--- config.mk ---
export PLATFORM = sky130hd
export DESIGN_NAME = sync_fifo_ctrl_flat
export DESIGN_NICKNAME = d
export VERILOG_FILES = /design/src/rtl/sync_fifo_if.sv /design/src/rtl/sync_fifo_ctrl.sv /design/src/flat_wrapper.sv
export SDC_FILE = /design/constraint.sdc
export NUM_CORES = 2
export LEC_CHECK = 0
export ABC_AREA = 1
export CAP_MARGIN = 10
export CORE_AREA = 2 2 337 406
export DETAILED_ROUTE_END_ITERATION = 10
export DIE_AREA = 0 0 339 408
export HOLD_SLACK_MARGIN = 0.03
export PLACE_DENSITY_LB_ADDON = 0.08
export RECOVER_POWER = 50
export SYNTH_ARGS = -nofsm -noshare
export SYNTH_HDL_FRONTEND = slang
export SYNTH_SLANG_ARGS = --single-unit
--- constraint.sdc ---
create_clock -name clk -period 3.9 [get_ports clk]
set_input_delay 0.78 -clock clk [delete_from_list [all_inputs] [get_ports clk]]
set_output_delay 0.78 -clock clk [all_outputs]
set_load 0.02 [all_outputs]
--- src/rtl/sync_fifo_if.sv ---
// Handshake and status bundle between a producer/consumer and sync_fifo_ctrl.
interface sync_fifo_if #(
  parameter int unsigned DATA_SIZE = 8,
  parameter int unsigned PTR_SIZE  = 8
);
  logic                 w_en;
  logic [DATA_SIZE-1:0] data_in;
  logic                 r_en;
  logic                 flush;
  logic [DATA_SIZE-1:0] data_out;
  logic                 full;
  logic                 empty;
  logic                 almost_full;
  logic                 almost_empty;
  logic [PTR_SIZE:0]    count;
  logic                 write_error;
  logic                 read_error;

  // Side that drives requests and observes status.
  modport master (
    output w_en, data_in, r_en, flush,
    input  data_out, full, empty, almost_full, almost_empty, count,
           write_error, read_error
  );

  // The FIFO itself.
  modport slave (
    input  w_en, data_in, r_en, flush,
    output data_out, full, empty, almost_full, almost_empty, count,
           write_error, read_error
  );
endinterface

--- src/rtl/sync_fifo_ctrl.sv ---
// Single-clock FIFO with occupancy count, almost-full/almost-empty thresholds,
// synchronous flush and a build-time registered / first-word-fall-through read.
module sync_fifo_ctrl #(
  parameter int unsigned DATA_SIZE = 8,
  parameter int unsigned DEPTH     = 256,
  parameter int unsigned PTR_SIZE  = 8,
  parameter int unsigned AF_LEVEL  = 252,
  parameter int unsigned AE_LEVEL  = 4,
  parameter int unsigned FWFT      = 0
) (
  input  logic      clk,
  input  logic      rst,
  sync_fifo_if.slave bus
);

  localparam int unsigned CNT_W = PTR_SIZE + 1;

  logic [DATA_SIZE-1:0] mem [DEPTH];

  logic [CNT_W-1:0] wptr_q, wptr_nxt;
  logic [CNT_W-1:0] rptr_q, rptr_nxt;
  logic [CNT_W-1:0] count_q, count_nxt;
  logic             full_q, full_nxt;
  logic             empty_q, empty_nxt;
  logic             afull_q, afull_nxt;
  logic             aempty_q, aempty_nxt;
  logic             werr_q, werr_nxt;
  logic             rerr_q, rerr_nxt;
  logic             wr_acc;
  logic             rd_acc;
  logic             mem_we;

  // Accept/reject decisions, pointer/count update and flag decode from the next count.
  always_comb begin
    wr_acc     = bus.w_en && !full_q;
    rd_acc     = bus.r_en && !empty_q;
    mem_we     = 1'b0;
    wptr_nxt   = wptr_q;
    rptr_nxt   = rptr_q;
    count_nxt  = count_q;
    werr_nxt   = 1'b0;
    rerr_nxt   = 1'b0;

    if (bus.flush) begin
      wptr_nxt  = '0;
      rptr_nxt  = '0;
      count_nxt = '0;
    end else begin
      mem_we   = wr_acc;
      werr_nxt = bus.w_en && full_q;
      rerr_nxt = bus.r_en && empty_q;
      if (wr_acc) wptr_nxt = wptr_q + CNT_W'(1);
      if (rd_acc) rptr_nxt = rptr_q + CNT_W'(1);
      if (wr_acc && !rd_acc) begin
        count_nxt = count_q + CNT_W'(1);
      end else if (rd_acc && !wr_acc) begin
        count_nxt = count_q - CNT_W'(1);
      end
    end

    full_nxt   = (count_nxt == CNT_W'(DEPTH));
    empty_nxt  = (count_nxt == '0);
    afull_nxt  = (count_nxt >= CNT_W'(AF_LEVEL));
    aempty_nxt = (count_nxt <= CNT_W'(AE_LEVEL));
  end

  // Control state and registered status outputs.
  always_ff @(posedge clk) begin
    if (rst) begin
      wptr_q   <= '0;
      rptr_q   <= '0;
      count_q  <= '0;
      full_q   <= 1'b0;
      empty_q  <= 1'b1;
      afull_q  <= (AF_LEVEL == 0);
      aempty_q <= 1'b1;
      werr_q   <= 1'b0;
      rerr_q   <= 1'b0;
    end else begin
      wptr_q   <= wptr_nxt;
      rptr_q   <= rptr_nxt;
      count_q  <= count_nxt;
      full_q   <= full_nxt;
      empty_q  <= empty_nxt;
      afull_q  <= afull_nxt;
      aempty_q <= aempty_nxt;
      werr_q   <= werr_nxt;
      rerr_q   <= rerr_nxt;
    end
  end

  // Storage array; contents are deliberately not reset.
  always_ff @(posedge clk) begin
    if (!rst && mem_we) begin
      mem[wptr_q[PTR_SIZE-1:0]] <= bus.data_in;
    end
  end

  generate
    if (FWFT != 0) begin : g_fwft
      // Head word is presented combinationally; only meaningful while not empty.
      assign bus.data_out = mem[rptr_q[PTR_SIZE-1:0]];
    end else begin : g_reg
      logic [DATA_SIZE-1:0] dout_q;

      // Registered read port: loads the head word on an accepted pop, holds otherwise.
      always_ff @(posedge clk) begin
        if (rst) begin
          dout_q <= '0;
        end else if (!bus.flush && rd_acc) begin
          dout_q <= mem[rptr_q[PTR_SIZE-1:0]];
        end
      end

      assign bus.data_out = dout_q;
    end
  endgenerate

  assign bus.full         = full_q;
  assign bus.empty        = empty_q;
  assign bus.almost_full  = afull_q;
  assign bus.almost_empty = aempty_q;
  assign bus.count        = count_q;
  assign bus.write_error  = werr_q;
  assign bus.read_error   = rerr_q;

endmodule

--- src/flat_wrapper.sv ---
// flat-port wrapper written by rule: the top's interface ports become plain ports
module sync_fifo_ctrl_flat 
#(
  parameter int unsigned DATA_SIZE = 8,
  parameter int unsigned DEPTH     = 256,
  parameter int unsigned PTR_SIZE  = 8,
  parameter int unsigned AF_LEVEL  = 252,
  parameter int unsigned AE_LEVEL  = 4,
  parameter int unsigned FWFT      = 0
)
  (clk, rst, bus_w_en, bus_data_in, bus_r_en, bus_flush, bus_data_out, bus_full, bus_empty, bus_almost_full, bus_almost_empty, bus_count, bus_write_error, bus_read_error);
  sync_fifo_if #(.DATA_SIZE(DATA_SIZE), .PTR_SIZE(PTR_SIZE)) bus_i ();
  input  logic clk;
  input  logic rst;
  input wire logic [$bits(bus_i.w_en)-1:0] bus_w_en;
  input wire logic [$bits(bus_i.data_in)-1:0] bus_data_in;
  input wire logic [$bits(bus_i.r_en)-1:0] bus_r_en;
  input wire logic [$bits(bus_i.flush)-1:0] bus_flush;
  output wire logic [$bits(bus_i.data_out)-1:0] bus_data_out;
  output wire logic [$bits(bus_i.full)-1:0] bus_full;
  output wire logic [$bits(bus_i.empty)-1:0] bus_empty;
  output wire logic [$bits(bus_i.almost_full)-1:0] bus_almost_full;
  output wire logic [$bits(bus_i.almost_empty)-1:0] bus_almost_empty;
  output wire logic [$bits(bus_i.count)-1:0] bus_count;
  output wire logic [$bits(bus_i.write_error)-1:0] bus_write_error;
  output wire logic [$bits(bus_i.read_error)-1:0] bus_read_error;
  assign bus_i.w_en = bus_w_en;
  assign bus_i.data_in = bus_data_in;
  assign bus_i.r_en = bus_r_en;
  assign bus_i.flush = bus_flush;
  assign bus_data_out = bus_i.data_out;
  assign bus_full = bus_i.full;
  assign bus_empty = bus_i.empty;
  assign bus_almost_full = bus_i.almost_full;
  assign bus_almost_empty = bus_i.almost_empty;
  assign bus_count = bus_i.count;
  assign bus_write_error = bus_i.write_error;
  assign bus_read_error = bus_i.read_error;
  sync_fifo_ctrl #(.DATA_SIZE(DATA_SIZE), .DEPTH(DEPTH), .PTR_SIZE(PTR_SIZE), .AF_LEVEL(AF_LEVEL), .AE_LEVEL(AE_LEVEL), .FWFT(FWFT)) u_core (.clk(clk), .rst(rst), .bus(bus_i));
endmodule
# Word level (Yosys, flattened, before mapping)
# Memory sizes are Yosys's and may differ from the RTL's. A register that Yosys moved wholly into a read port is not among the register bits.
# Index checks and enable logic that the tools add are counted.
# totals
inputBits,13
memories,1
reg_bits,33
output_inout_bits,23
ramBits,2048
# op_classes
n_lt_le_gt_ge,2
reduce_logical,16
mux,6
n_eq_ne,1
add_sub_neg,4
# memory_table
name,words,word_bits,read_ports,rd_clocked_by_memory_dff,wr,line,rtl
u_core.mem,256,8,1,1,1,sync_fifo_ctrl.sv:18,logic [DATA_SIZE-1:0] mem [DEPTH];
# op_table
op,count
$add A9 B1 Y9 const B,3
$mux W9,3
$eq A9 B9 Y1 const B,1
$ge A9 B8 Y1 const B,1
$le A9 B3 Y1 const B,1
$logic_not A9 Y1,1
$sub A9 B1 Y9 const B,1
$logic_and A1 B1 Y1,8
$logic_not A1 Y1,6
$mux W1,3
$reduce_or A2 Y1,1

# Logic depth before layout (Yosys ltp)
# logic_depth
word_depth,8
depth_mapped,21

# Least setup slack after synthesis
# No wires, ideal clock.
# synth_path
kind,input to register
start,input bus_flush
end,memory u_core.mem[104][0] (enable)
n_path_buf,2
setup_time_ns,0.370
t_arrival_ns,2.487
slack_ns,1.043
stages,9
t_required_ns,3.530
path_cell_list,buf_6 -> nor2_4 -> clkinv_1 -> nor2_2 -> inv_1 -> nor2_1 -> nand2_2 -> buf_2 -> nor2_1
# synth_between
elab_chain_len,4
# synth_lines
item,line,rtl
from (decl),flat_wrapper.sv:18,input wire logic [$bits(bus_i.flush)-1:0] bus_flush;
$mux W1,sync_fifo_ctrl.sv:44,if (bus.flush) begin
$logic_and A1 B1 Y1,sync_fifo_ctrl.sv:94,if (!rst && mem_we) begin
$mux W1,sync_fifo_ctrl.sv:94,
$mux W1 (implied by the code),sync_fifo_ctrl.sv:95,mem[wptr_q[PTR_SIZE-1:0]] <= bus.data_in;
to (decl),sync_fifo_ctrl.sv:18,
# No other way between the ends.

# Worst setup path in the final report
# layout_path
start,input bus_data_in[5]
end,"memory u_core.mem[172][5], data pin"
# layout_lines
item,line,rtl
from (decl),flat_wrapper.sv:16,input wire logic [$bits(bus_i.data_in)-1:0] bus_data_in;
# No word-level cell before the write port.

==> run summary <==
Status: finished with violations
Failing checks: capacitance limit, slew limit
Min-Delay Path Depth: 2
Post-Syn Nets: 7847
Final Total Pwr: 45.9 mW
Initial detailed-routing violation count: 7811
Startpoint class of the critical path: input pin
FMAX: 0.279 GHz
Dominant synthesized flop cell: edfxtp_1
Max_cap viols: 14
LEAKAGE: 34.7 nW
Worst hold path type: reg2reg
Cts repair resizes: 0
Critical Path Slowest Stage Cell: clkbuf_2
First-pass GRT wire length: 347000 um
Net total in the final layout: 7835
Vias per cell: 6.00
Yosys warnings: 0
Core Box Area: 135000 um^2
Data arrival, critical path: 4.03 ns
Synth unique cells: 37
Clk sinks: 2087
Crit path time final: 3.59 ns
Seq/Total Area, Yosys: 71.7%
Chip height: 408 um
CP Capture Type: register
Inst Count DP: 9422
Share of layout cells above drive strength 1: 6.57%
Async SR Flop Fraction: 0%
Cell taking the most area after synthesis: edfxtp_1
# DRC: 0
Crit path cell chain: clkbuf_2, clkbuf_2
Final Hold Fails: 0
I/O pins: 36
Area growth syn-to-layout: 10.1%
Number of buffers created by CTS: 191
Die Wd: 339 um
Cts hold-fix bufs: 0
Mapped Avg Cell Area: 11.1 um^2
Clock Skews: 0.0258 ns
H-Tree Level Count: 4
Number of flops mapped to enable cells by yosys: 2048
Setup Buffers After CTS: 0
Most used cell, CP: clkbuf_2
Share of the synthesized area in the top cell type: 70.8%
Crit path max-delay family: buffers and inverters
Final WL: 236000 um
GPL Wtd Cong: 1.01
WP buf/inv: 2
Fin cells: 9778
Critical Path RT: 4.34 ns
# port buffers: 35
CTS tree: done
Row Count: 148
Setup CP Type: in2reg
Crit path max fanout: 95
Top cells by area, synth: edfxtp_1 71%, nand2_1 7.6%, nor2_1 6.3%, o21ai_0 3.7%, nand3_1 3.3%
Worst slew pin tran: 3.12 ns
Worst-case reg-to-reg path depth: 13
Worst skew pair latency: 0.84 ns
Die footprint: 138000 um^2
Hold Slack: 0.493 ns
Slew margin rel.: -108%
Worst vdd ir: 0.541 mV
Final setup violation count: 0
Setup_tns: 0 ns
Netlist Area Pre-Place: 86900 um^2
Placed wire-length estimate: 140000 um
Initial Utilization: 64.5%
Worst-path clk slew: 0.06 ns
Synthesized flop and latch total: 2087
Pwr dens: 480 nW/um^2
Vias post-DR: 58638
CTS Root Cell: clkbuf_16
Maximum clock path buffer count: 3
Crit path depth: 2
Routed WL per cell: 24.1 um
Congestion Overflow GR: 0
GRT Overall Usage: 34.0%
Cells after Synth: 7827
Slew Viols, Final: 1077
Worst path max stage delay: 1.84 ns
Antenna violations before repair: 9
Period utilisation layout: 92.0%
Largest net degree at the start of global routing: 172
RSZ-0062 raised after global routing: false
Detail Route Antenna Nets: 0
Vias in the first global route: 56659
Router iterations before antenna repair: 7
==> cell families (layout without fill, tap and decap cells) <==
family | count (synthesis) | in the layout | share of synthesized area (%)
AOI/OAI and AO/OA | 991 | 991 | 6.11
xor gates and xnor gates | 2 | 2 | 0.0202
adders and majority gates | 7 | 7 | 0.101
buffers and inverters | 933 | 1082 | 4.70
DFF | 2087 | 2087 | 71.7
other | 0 | 2 | 0
and+or+nand+nor | 3807 | 3807 | 17.4
==> Yosys cell counts (2+ instances only) <==
master and instances:
a21oi_1 122, a31oi_1 4, buf_1 37, buf_2 207, buf_4 26, buf_6 28, clkbuf_1 166, clkinv_1 6
dfxtp_1 39, edfxtp_1 2048, ha_1 7, inv_1 458, inv_2 3, nand2_1 1748, nand2_2 8, nand3_1 576
nand4_1 2, nor2_1 1449, nor3_1 14, nor3b_1 2, o211ai_1 122, o21a_1 8, o21ai_0 642, o21ai_1 81
o22ai_1 10, or2_2 2, xnor2_1 2
==> flip-flops by register name, indices dropped and copies added, names as in the netlist <==
register / cells
u_core.rptr_q: 8
u_core.bus.full: 1
u_core.bus.almost_full: 1
u_core.bus.read_error: 1
u_core.bus.almost_empty: 1
u_core.mem: 2048
u_core.bus.empty: 1
u_core.wptr_q: 8
u_core.bus.data_out: 8
u_core.bus.write_error: 1
u_core.bus.count: 9
==> layer usage <==
| metal | GRT usage, % | vias up | wire length (um) |
|---|---|---|---|
| met1 | 44.5 | 28062 | 87300 |
| met4 | 17.9 | 16 | 12800 |
| li1 | - | 26612 | - |
| met2 | 54.3 | 3318 | 112000 |
| met5 | 0 | - | 108 |
| met3 | 6.80 | 630 | 23900 |
==> path summary, 6_finish.rpt <==
| kind | startpoint | to | slack (ns) |
|---|---|---|---|
| worst max register to register | u_core.rptr_q[0] | u_core.bus.data_out[7] | 0.64 |
| worst max-delay path | bus_data_in[5] | u_core.mem[172][5] | 0.31 |
| worst min register to register | u_core.bus.full | u_core.bus.write_error | 0.49 |
| worst min-delay path | u_core.bus.full | u_core.bus.write_error | 0.49 |
==> cell usage in the layout (no fill, tap or decap), types with 2 or more instances in the layout <==
master | netlist | layout
xnor2_1 | 2 | 2
nand2_1 | 1748 | 1748
or2_2 | 2 | 2
clkbuf_1 | 166 | 60
nor3b_1 | 2 | 2
buf_12 | 0 | 36
a31oi_1 | 4 | 4
o211ai_1 | 122 | 122
nor3_1 | 14 | 14
nand2_2 | 8 | 8
dfxtp_1 | 39 | 36
inv_4 | 1 | 3
clkdlybuf4s50_1 | 0 | 26
nor2_1 | 1449 | 1449
clkinv_4 | 0 | 6
inv_6 | 0 | 3
nand3_1 | 576 | 569
clkinvlp_4 | 0 | 13
bufinv_16 | 0 | 28
inv_1 | 458 | 457
a21oi_1 | 122 | 122
clkinv_8 | 0 | 2
nand4_1 | 2 | 2
clkinv_2 | 0 | 36
nand3_2 | 0 | 7
o21ai_0 | 642 | 642
clkbuf_2 | 0 | 26
edfxtp_1 | 2048 | 2048
ha_1 | 7 | 7
clkinv_1 | 6 | 38
diode_2 | 0 | 2
o21ai_1 | 81 | 81
buf_4 | 26 | 145
o21a_1 | 8 | 8
clkbuf_16 | 0 | 199
dfxtp_4 | 0 | 3
o22ai_1 | 10 | 10
==> metrics by stage <==
| step | setup slack (ns) | cell area [um^2] | utilization, % |
|---|---|---|---|
| 3_3_place_gp | 0.390 | 89600 | 66.5 |
| 5_1_grt | 0.228 | 95600 | 71.0 |
| 6_report | 0.312 | 95700 | 71.1 |
| 2_1_floorplan | 1.04 | 86900 | - |
| 3_5_place_dp | 0.330 | 89600 | 66.5 |
| 4_1_cts | 0.689 | 96000 | 71.3 |
==> power breakdown <==
part           total (mW)  switching, mW  internal (mW)
Clock                19.3           8.08           11.2
Sequential           24.7         0.0298           24.7
Combinational        1.94           1.50          0.441
Total                45.9           9.61           36.3
==> area by class of cell <==
type | instances | area, um^2
Antenna cell | 2 | 5.00
Clock buffer | 233 | 5110
Clock inverter | 121 | 1350
Fill cell | 9399 | 39000
Inverter | 468 | 1790
Multi-Input combinational cell | 4807 | 20500
Sequential cell | 2087 | 62300
Tap cell | 1800 | 2250
Timing Repair Buffer | 260 | 2310
No activity file was read; power rests on OpenSTA's default activity.
